`config.mk`:
```
export PLATFORM = sky130hd
export DESIGN_NAME = card_hand_display
export DESIGN_NICKNAME = d
export VERILOG_FILES = /design/src/rtl/card_hand_display.sv
export SDC_FILE = /design/constraint.sdc
export NUM_CORES = 1
export LEC_CHECK = 0
export ABC_AREA = 1
export ABC_CLOCK_PERIOD_IN_PS = 7600
export BUFFER_PORTS_ARGS = -buffer_cell sky130_fd_sc_hd__buf_2
export CAP_MARGIN = 30
export CELL_PAD_IN_SITES_DETAIL_PLACEMENT = 0
export CELL_PAD_IN_SITES_GLOBAL_PLACEMENT = 2
export CORE_MARGIN = 1
export CORE_UTILIZATION = 36
export CTS_CLUSTER_DIAMETER = 200
export DETAILED_ROUTE_END_ITERATION = 10
export GPL_TIMING_DRIVEN = 0
export HOLD_SLACK_MARGIN = 0.08
export PLACE_DENSITY = 0.83
export SLEW_MARGIN = 20
export SYNTH_ARGS = -nofsm -noshare
export SYNTH_HDL_FRONTEND = slang
export SYNTH_SLANG_ARGS = --single-unit
```
`constraint.sdc`:
```
create_clock -name clk -period 7.6 [get_ports clk]
set_input_delay 0.38 -clock clk [delete_from_list [all_inputs] [get_ports clk]]
set_output_delay 0.38 -clock clk [all_outputs]
set_load 0.02 [all_outputs]
```
`src/rtl/card_hand_display.sv`:
```
// card_hand_display: card slot registers with seven-segment display, blink, clear sequencer and baccarat score
module card_hand_display #(
    parameter int NUM_SLOTS  = 3,
    parameter int BLINK_HALF = 25000000,
    parameter int SW         = (NUM_SLOTS > 1) ? $clog2(NUM_SLOTS) : 1
) (
    input  logic                   clk,
    input  logic                   resetb,
    input  logic                   load_valid,
    output logic                   load_ready,
    input  logic [SW-1:0]          load_slot,
    input  logic [3:0]             load_card,
    input  logic                   clear_req,
    input  logic                   blink_en,
    output logic [7*NUM_SLOTS-1:0] hex_out,
    output logic [3:0]             score,
    output logic [6:0]             score_hex,
    output logic                   slot_err
);
    localparam int CW = $clog2(BLINK_HALF);
    localparam logic [CW-1:0] CNT_LAST = CW'(BLINK_HALF - 1);
    localparam logic [SW-1:0] IDX_LAST = SW'(NUM_SLOTS - 1);

    typedef enum logic {IDLE, CLEARING} state_t;

    state_t        state_q, state_d;
    logic [3:0]    slots_q [NUM_SLOTS];
    logic [3:0]    slots_d [NUM_SLOTS];
    logic [SW-1:0] idx_q, idx_d;
    logic [3:0]    score_q, score_d;
    logic          err_q, err_d;
    logic [CW-1:0] cnt_q, cnt_d;
    logic          phase_q, phase_d;
    logic          accept, bad_slot, wrap;
    logic [6:0]    sum;

    function automatic logic [6:0] card_seg(input logic [3:0] c);
        case (c)
            4'd1:    card_seg = 7'b0001000;
            4'd2:    card_seg = 7'b0010010;
            4'd3:    card_seg = 7'b0000110;
            4'd4:    card_seg = 7'b1001100;
            4'd5:    card_seg = 7'b0100100;
            4'd6:    card_seg = 7'b0100000;
            4'd7:    card_seg = 7'b0001111;
            4'd8:    card_seg = 7'b0000000;
            4'd9:    card_seg = 7'b0000100;
            4'd10:   card_seg = 7'b0000001;
            4'd11:   card_seg = 7'b1000011;
            4'd12:   card_seg = 7'b0001100;
            4'd13:   card_seg = 7'b1001000;
            default: card_seg = 7'b1111111;
        endcase
    endfunction

    function automatic logic [6:0] digit_seg(input logic [3:0] d);
        case (d)
            4'd0:    digit_seg = 7'b1000000;
            4'd1:    digit_seg = 7'b1111001;
            4'd2:    digit_seg = 7'b0100100;
            4'd3:    digit_seg = 7'b0110000;
            4'd4:    digit_seg = 7'b0011001;
            4'd5:    digit_seg = 7'b0010010;
            4'd6:    digit_seg = 7'b0000010;
            4'd7:    digit_seg = 7'b1111000;
            4'd8:    digit_seg = 7'b0000000;
            default: digit_seg = 7'b0010000;
        endcase
    endfunction

    assign load_ready = (state_q == IDLE) && !clear_req;
    assign accept     = load_valid && load_ready;
    assign bad_slot   = {1'b0, load_slot} >= (SW + 1)'(NUM_SLOTS);
    assign wrap       = cnt_q == CNT_LAST;
    assign score      = score_q;
    assign score_hex  = digit_seg(score_q);
    assign slot_err   = err_q;

    // Clear sequencer and write path: a clear pre-empts writes and zeroes one slot per cycle
    always_comb begin
        state_d = state_q;
        idx_d   = idx_q;
        slots_d = slots_q;
        err_d   = accept && bad_slot;
        if (state_q == IDLE) begin
            if (clear_req) begin
                state_d = CLEARING;
                idx_d   = '0;
            end else if (accept && !bad_slot) begin
                for (int i = 0; i < NUM_SLOTS; i++)
                    if (load_slot == SW'(i)) slots_d[i] = load_card;
            end
        end else begin
            for (int i = 0; i < NUM_SLOTS; i++)
                if (idx_q == SW'(i)) slots_d[i] = '0;
            if (idx_q == IDX_LAST) state_d = IDLE;
            else idx_d = idx_q + 1'b1;
        end
    end

    // Baccarat score: only codes 1-9 carry points, result is the sum modulo 10
    always_comb begin
        sum = '0;
        for (int i = 0; i < NUM_SLOTS; i++)
            sum = sum + ((slots_q[i] <= 4'd9) ? {3'b000, slots_q[i]} : 7'd0);
        score_d = 4'(sum % 7'd10);
    end

    // Blink timer: held at zero while disabled, phase flips on every counter wrap
    always_comb begin
        cnt_d   = (!blink_en || wrap) ? '0 : cnt_q + 1'b1;
        phase_d = blink_en && (phase_q ^ wrap);
    end

    // Digit images, blanked as a whole during the off phase of an enabled blink
    always_comb begin
        hex_out = '1;
        for (int i = 0; i < NUM_SLOTS; i++)
            hex_out[7*i +: 7] = (phase_q && blink_en) ? 7'h7F : card_seg(slots_q[i]);
    end

    // All state registers with asynchronous active-low reset
    always_ff @(posedge clk or negedge resetb) begin
        if (!resetb) begin
            state_q <= IDLE;
            idx_q   <= '0;
            for (int i = 0; i < NUM_SLOTS; i++) slots_q[i] <= '0;
            score_q <= '0;
            err_q   <= 1'b0;
            cnt_q   <= '0;
            phase_q <= 1'b0;
        end else begin
            state_q <= state_d;
            idx_q   <= idx_d;
            slots_q <= slots_d;
            score_q <= score_d;
            err_q   <= err_d;
            cnt_q   <= cnt_d;
            phase_q <= phase_d;
        end
    end
endmodule

```
### After elaboration in Yosys (flattened, before gate mapping)

Memory sizes are Yosys's and may differ from the RTL's.
Cells that the tools add are included.

| cells by class | value |
|---|---|
| add/subtract/negate cells | 4 |
| divide/modulo/power cells | 1 |
| magnitude comparators | 4 |
| eq/ne operators | 10 |
| multiplexer cells | 22 |
| bitwise gates (word level) | 2 |
| reductions and logical operators | 21 |

Operator list:

| kind | count |
|---|---|
| $mux 12 | 3 |
| $mux 4 | 9 |
| $add 25x1->25 const B | 1 |
| $eq 25x25->1 const B | 1 |
| $mux 25 | 1 |
| $mux 7 | 3 |
| $le 4x4->1 const B | 3 |
| $reduce_and 4->1 | 3 |
| $reduce_bool 2->1 | 5 |
| $ne 2x1->1 const B | 4 |
| $mod 7x4->7 const B | 1 |
| $add 5x4->6 | 1 |
| $logic_and 1x1->1 | 6 |
| $mux 2 | 3 |
| $add 4x4->5 | 1 |
| $eq 2x1->1 const B | 2 |
| $eq 2x2->1 const B | 2 |
| $logic_not 2->1 | 2 |
| $logic_not 1->1 | 3 |
| $mux 1 | 3 |
| $add 2x1->2 const B | 1 |
| $ge 2x2->1 const B | 1 |
| $ne 2x2->1 const B | 1 |
| $reduce_and 2->1 | 1 |
| other kinds (3) | 3 |

| word-level totals | value |
|---|---|
| flip-flop bits (word level) | 46 |
| memory bits (read-only) | 448 |
| output and inout port bits | 34 |
| word-level logic and storage cells | 77 |
| memories kept | 4 |

Memories:

| name | depth | width | read ports | clocked after Yosys merged registers in | write ports | RTL line | source |
|---|---|---|---|---|---|---|---|
| (no name shown) | 16 | 7 | 1 | 0 | 0 | 38 | `case (c)` |
| (no name shown) | 16 | 7 | 1 | 0 | 0 | 38 |  |
| (no name shown) | 16 | 7 | 1 | 0 | 0 | 38 |  |
| (no name shown) | 16 | 7 | 1 | 0 | 0 | 57 | `case (d)` |

### Depth between registers and ports, before layout

Gate-level depths: netlist of run 1.

| depth | value |
|---|---|
| depth after elaboration | 7 |
| gate-level depth with buffers | 28 |
| gate-level depth less buffers | 28 |

### Least setup slack after synthesis of run 1

OpenSTA, ideal clock, no wires.

| timing | value |
|---|---|
| path kind | reg-to-reg |
| from | reg slots_q[9] (netlist name) |
| to | reg score_q[1], in the netlist score[1] |
| setup time | 0.117 ns |
| arrival | 3.363 ns |
| slack | 4.120 ns |
| cell stages (with the launch flop) | 28 |
| buffers on the path | 0 |
| period minus slack after synthesis | 3.480 ns |
| cells stage by stage | dfrtp_1 -> inv_1 -> ha_1 -> nand2_1 -> nand3_1 -> nand2_1 -> inv_1 -> fa_1 -> ha_1 -> inv_1 -> fa_1 -> inv_1 -> nand2_1 -> nand2_1 -> nand2_2 -> inv_1 -> nand3_2 -> nand2_1 -> nand2_2 -> inv_1 -> nand2_1 -> nand2_1 -> inv_1 -> ha_1 -> inv_1 -> a21oi_4 -> nand3_1 -> nand2_1 |

| on the way | value |
|---|---|
| cells in the longest elaborated chain, start to end | 5 |

Ends and longest elaborated chain:

| element | RTL line | source |
|---|---|---|
| start: declaration | 27 | `logic [3:0] slots_q [NUM_SLOTS];` |
| start signal: assignment | 135 | `slots_q <= slots_d;` |
| $le 4x4->1 | 105 | `sum = sum + ((slots_q[i] <= 4'd9) ? {3'b000, slots_q[i]} : 7'd0);` |
| $mux 4 (*) | 105 |  |
| $add 4x4->5 (*) | 105 |  |
| $add 5x4->6 (*) | 105 |  |
| $mod 7x4->7 (*) | 106 | `score_d = 4'(sum % 7'd10);` |
| via score_d[1] | 30 | `logic [3:0] score_q, score_d;` |
| end signal: assignment | 136 | `score_q <= score_d;` |
| end: declaration | 30 |  |

Mark *: on every way through the listed nets, which the timed path passes. The rest lies on a longest branch.
A chain may end at the register's enable or synchronous reset.

### Worst setup path in the final report of run 1

Ends and elaborated chain as after synthesis.

==> flow_summary_export.csv, run 1 <==
group,metric,value,unit
outcome,status,"complete, no violations",
logic_synthesis,synth_top_area_cell,"dfrtp_1",
logic_synthesis,yosysTopAreaCellShare,0.3312,
sta,min_period_over_period,0.5140,
setup_path,crit_required,7840,ps
global_route,grt_pass1_vias,3083,
final_layout,layout.nets,575,
clock_network,clock-sinks,46,
power,irDropWorstVdd,255.6,µV
setup_path,critPathKind,"reg -> reg",
power,p_sw_frac,0.5546,
global_route,grt_use_total,0.1777,
logic_synthesis,synth_warnings,0,
sta,hold_violations,0,
logic_synthesis,async_flop_share,1.000,
die,die_x,100.3,µm
clock_network,clkTransAtPathRegs,90,ps
global_route,grt_max_degree,25,
die,die_area,10050,µm²
final_layout,drive_above_1_share,0.1295,
clock_network,worstSkewPairLatency,300,ps
setup_path,start_kind,"register",
global_route,grt_pass1_wl,14260,µm
power,power_density,463.8,nW/µm²
sta,drv_slew,0,
sta,fin_crit,3906,ps
logic_synthesis,syn_area,3476,µm²
logic_synthesis,synthTopCellsByArea,"dfrtp_1 (33%), nand2_1 (11%), ha_1 (9.7%), inv_1 (7.9%), nor2_1 (6.3%)",
sta,setup_slack,3694,ps
logic_synthesis,synth-main-ff-cell,"dfrtp_1",
power,p_int,821.6,µW
logic_synthesis,syn-instance-count,479,
final_layout,antenna_cells,0,
power,p_comb_frac,0.719,
die,start_util,0.3744,
routing,wl_per_cell,12.40,µm
clock_network,numCtsBuffers,5,
routing,vias_per_cell,4.911,
logic_synthesis,synth-seq-cells,46,
sta,rsz0062_at_grt,"false",
die,design.core.area,9284,µm²
clock_network,clockRootBuffer,"clkbuf_8",
power,p_leak,1.956,nW
setup_path,worstPathArrival,4150,ps
place,post-place-ws,3706,ps
routing,finalWirelength,8212,µm
place,port_buffers,44,
die,ios,45,
global_route,antenna_found_initial,0,
sta,timing.fmax,256.0,MHz
routing,drtPass1Iterations,6,
routing,first_iter_violations,157,
setup_path,crit_path_max_incr_delay,530,ps
sta,tns,0,ps
die,rows,35,
power,p_sw,1.023,mW
logic_synthesis,seq_area_frac_synth,0.3312,
setup_path,path_common_cell,"nand2_1",
global_route,grt-ovfl-total,0,
power,seqPwrFrac,0.198,
sta,tightestPinTransition,606.7,ps
job,drv_cap,0,
sta,final-setup-viol-count,0,
setup_path,crit_path_top_delay_cell,"fa_1",
logic_synthesis,synth_edf_count,0,
power,p_clk_frac,0.083,
final_layout,syn2layout_area_growth,14.43,%
routing,postRouteAntennaNets,0,
logic_synthesis,avgSynthCellArea,7.256,µm²
clock_network,cts_resized,0,
die,die_y,100.3,µm
place,place_congestion,0.8015,
logic_synthesis,yosysMostFrequentCell,"nand2_1",
clock_network,cts.path.max_buffers,2,
logic_synthesis,syn_nets,522,
worst_hold_path,worstHoldPathType,"in -> reg",
routing,drc,0,
clock_network,cts_tree,"yes",
setup_path,crit_path_max_fanout,7,
clock_network,cts-htree-levels,2,
logic_synthesis,synth_cell_types,37,
place,place_hpwl,6479,µm
setup_path,cp-end-kind,"register",
logic_synthesis,synth_commonest_cells,"nand2_1 (103), inv_1 (73), nor2_1 (58)",
sta,clock_skew,7.895,ps
sta,slew_headroom,0.5951,
routing,num_vias,3251,
## repair_timing
action                    CTS  global route
setup buffers               0             0
hold endpoints to repair    5             0
hold buffers                1             0
## power by group through the flow
| stage | Combinational [mW] | Clock (mW) | Sequential, mW |
|---|---|---|---|
| CTS | 1.34 | 0.159 | 0.363 |
| global placement | 1.33 | 0 | 0.368 |
| global route | 1.51 | 0.172 | 0.376 |
| floorplan | 0.994 | 0 | 0.363 |
| finish | 1.33 | 0.154 | 0.365 |
| detailed placement | 1.34 | 0 | 0.368 |
## layout by cell type, fill, tap and decap left out, types with 4 or more instances in the layout
| master | instances |
|---|---|
| nand4_1 | 15 |
| nand3_1 | 25 |
| nor2_1 | 58 |
| nand2_1 | 103 |
| ha_1 | 27 |
| clkbuf_8 | 5 |
| nand2_2 | 4 |
| o2111ai_1 | 5 |
| inv_1 | 73 |
| buf_2 | 45 |
| nor3_1 | 18 |
| o21ai_0 | 36 |
| nor3b_1 | 6 |
| dfrtp_1 | 46 |
| fa_1 | 5 |
| a21oi_1 | 17 |
| a31oi_1 | 4 |
| clkbuf_1 | 4 |
| xnor2_1 | 4 |
## registers in the layout, summed over array words and instances (netlist names)
signal / cells
phase_q: 1
state_q: 1
idx_q: 2
slot_err: 1
score: 4
cnt_q: 25
slots_q: 12
## cell families (layout without fill, tap and decap cells)
logic type,count (synthesis),after routing,share of synthesized area
XOR/XNOR,8,8,0.02232
adder cells (fa/ha/maj),32,32,0.1260
AND/OR/NAND/NOR,239,239,0.3078
AO/OA/AOI/OAI,72,72,0.1217
buffers and inverters,82,136,0.09107
flip-flops,46,46,0.3312
## final cells by class
class	instances	area, µm²
clock buffers	5	68.82
flip-flops and latches	46	1151
multi-input cells	351	2008
clock inverters	3	21.27
well taps	129	161.4
repair buffers	46	250.2
fillers	1039	5306
plain buffers	7	35.03
inverters	75	281.5
## layer usage
layer / GRT usage / routed length (µm) / vias up
met5: 0 / 0 / -
met4: 0.03344 / 55 / 0
met3: 0.02855 / 256 / 5
met2: 0.2813 / 3585 / 63
met1: 0.2572 / 4314 / 1507
li1: - / - / 1676
## worst max-delay path, delay by kind of cell, from the launching register on
family                   cells  cell delay [ps]
AND/OR/NAND/NOR             14             1080
buffers and inverters        8              630
flip-flops                   1              490
AO/OA/AOI/OAI                1               70
adder cells (fa/ha/maj)      5             1550
## per-stage QoR
stage	hold WS, ps	instances	util	power, mW	area, µm²
after global routing	296.4	662	0.4284	2.062	3978
after CTS	285.6	662	0.4284	1.866	3978
final	297.1	662	0.4284	1.845	3978
after detailed placement	402.0	653	0.4177	1.705	3877
after floorplan	84.41	479	-	1.357	3476
after global placement	479.0	652	0.4155	1.701	3857
## final timing paths
check                            from         end  slack [ps]  depth (start not counted)
min reg2reg                  cnt_q[0]    cnt_q[0]         500                          1
max                        slots_q[9]    score[1]        3690                         28
min in group asynchronous      resetb    cnt_q[9]         590                          2
max reg2reg                slots_q[9]    score[1]        3690                         28
max in group asynchronous      resetb  slots_q[7]        6490                          3
min                          blink_en     phase_q         300                          3
No activity file was read; power rests on OpenSTA's default activity.
==> run 2: changes to the inputs <==
ABC_CLOCK_PERIOD_IN_PS = 3300   (was 7600)
CORE_UTILIZATION = 30   (was 36)
PLACE_DENSITY = 0.74   (was 0.83)
clock period = 3.3 ns   (was 7.6 ns; I/O delays follow)
==> run 2 against run 1 <==
The run now ends with setup timing left. Register-to-register slack worse by 3800 ps. Core utilization is 2.7 points lower. Critical path depth is 3 lower. Largest cell class unchanged. Largest power group unchanged. Highest routed layer unchanged.
==> flow_summary_export.csv, run 2 (same netlist as run 1, synthesis figures left out) <==
group,metric,value,unit
final_layout,post-route-util,0.4011,
sta,rsz0062_at_grt,"true",
worst_hold_path,worstHoldPathType,"in -> reg",
final_layout,antenna_cells,0,
setup_path,crit_required,3470,ps
final_layout,syn2layout_area_growth,27.83,%
outcome,violations,"setup timing",
clock_network,cts-htree-levels,2,
sta,tns,-292.5,ps
sta,drv_slew,0,
power,p_comb_frac,0.738,
clock_network,cts_tree,"yes",
global_route,grt-ovfl-total,0,
clock_network,clkTransAtPathRegs,60,ps
setup_path,start_kind,"register",
setup_path,crit_buf_inv,6,
setup_path,cp-end-kind,"register",
place,place_congestion,0.7792,
global_route,grt_pass1_vias,3159,
global_route,grt_use_total,0.1576,
routing,finalWirelength,8985,µm
clock_network,numCtsBuffers,5,
power,p_sw_frac,0.5115,
die,rows,38,
power,seqPwrFrac,0.168,
setup_path,critPathTopFamily,"adder cells",
clock_network,worstSkewPairLatency,280,ps
outcome,status,"finished, violations left",
setup_path,worstPathArrival,3580,ps
setup_path,crit_path_max_incr_delay,530,ps
sta,final-setup-viol-count,3,
sta,fin_crit,3415,ps
power,p_int,2.581,mW
clock_network,clock-sinks,46,
final_layout,largest-register,"cnt_q",
die,die_area,12020,µm²
place,place_hpwl,6781,µm
clock_network,clockRootBuffer,"clkbuf_16",
routing,drtPass1Iterations,4,
setup_path,crit_path_max_fanout,4,
place,port_buffers,44,
setup_path,crit_path_top_delay_cell,"fa_1",
routing,vias_per_cell,4.808,
global_route,grt_max_degree,30,
die,die_y,109.6,µm
routing,first_iter_violations,127,
clock_network,cts.path.max_buffers,2,
final_layout,fillerInstances,1186,
routing,num_vias,3337,
routing,postRouteAntennaNets,0,
routing,drc,0,
power,p_leak,2.100,nW
final_layout,drive_above_1_share,0.2671,
die,die_x,109.6,µm
power,irDropWorstVdd,616.8,µV
sta,slew_headroom,0.6159,
die,ios,45,
routing,wl_per_cell,12.95,µm
power,power_density,1189,nW/µm²
final_layout,layout.nets,596,
global_route,grt_pass1_wl,14930,µm
sta,timing.hold.ws,115.8,ps
sta,setup_slack,-114.8,ps
sta,hold_violations,0,
final_layout,largest_register_ffs,25,
job,drv_cap,0,
power,p_clk_frac,0.095,
die,start_util,0.3138,
sta,min_period_over_period,1.035,
sta,tightestPinTransition,575.6,ps
final_layout,mostFrequentLayoutCells,"nand2_1 (91), nor2_1 (58), inv_1 (54)",
setup_path,critPathKind,"reg -> reg",
global_route,antenna_found_initial,0,
die,design.core.area,11080,µm²
final_layout,final_common_cell,"nand2_1",
sta,clock_skew,4.251,ps
power,p_sw,2.703,mW
sta,timing.fmax,292.8,MHz
## run 2: power groups by stage
stage          combinational [mW]  sequential, mW  clock (mW)
2_1_floorplan                2.40           0.851           0
3_5_place_dp                 3.23           0.871           0
3_3_place_gp                 3.22           0.869           0
4_1_cts                      3.64           0.884       0.518
5_1_grt                      4.38           0.910       0.547
6_report                     3.90           0.887       0.500
## run 2: per-layer routing
metal / GRT usage / vias to the layer above / routed length (µm)
met1: 0.2199 / 1569 / 4496
met4: 0.02000 / 0 / 21
met5: 0 / - / 0
met2: 0.2650 / 41 / 4204
li1: - / 1725 / -
met3: 0.02193 / 2 / 264
## run 2: worst reg2reg max path, delay by kind of cell (launching register included)
family | cells | cell delay (ps)
AND/OR/NAND/NOR | 13 | 1000
flip-flops | 1 | 440
adder cells (fa/ha/maj) | 5 | 1420
buffers and inverters | 6 | 320
AO/OA/AOI/OAI | 1 | 140
## run 2: path summary, 6_finish.rpt
kind | endpoint | depth (start not counted) | slack [ps] | start
max in group asynchronous | slots_q[10] | 3 | 2400 | resetb
max | score[1] | 25 | -110 | slots_q[8]
min reg2reg | cnt_q[0] | 1 | 490 | cnt_q[0]
min | phase_q | 3 | 120 | blink_en
min in group asynchronous | cnt_q[9] | 2 | 370 | resetb
max reg2reg | score[1] | 25 | -110 | slots_q[8]
## run 2: layout make-up
type | count | area [µm²] | area share
Multi-Input combinational cell | 351 | 2207 | 0.4968
Sequential cell | 46 | 1160 | 0.2611
Timing Repair Buffer | 70 | 434.2 | 0.09772
Inverter | 75 | 291.5 | 0.06562
Tap cell | 140 | 175.2 | 0.03943
Clock buffer | 7 | 142.6 | 0.03210
Buffer | 4 | 27.53 | 0.006195
Clock inverter | 1 | 5.005 | 0.001126
## run 2: stage by stage
step | power [mW] | cells | worst slack (ps) | area (µm²)
2_1_floorplan | 3.252 | 479 | -20.48 | 3563
3_3_place_gp | 4.089 | 663 | -366.8 | 3959
3_5_place_dp | 4.103 | 664 | -375.1 | 3979
4_1_cts | 5.044 | 690 | -162.4 | 4363
5_1_grt | 5.837 | 694 | -327.9 | 4443
6_report | 5.285 | 694 | -114.8 | 4443
## run 2: repair_timing
item / CTS / global route
cloned: 0 / 0
pin swaps: 16 / 15
endpoints found under the setup margin: 3 / 3
resized for setup: 25 / 19
endpoints found under the hold margin: 17 / 0
hold buffers: 1 / 0
buffers inserted: 20 / 4
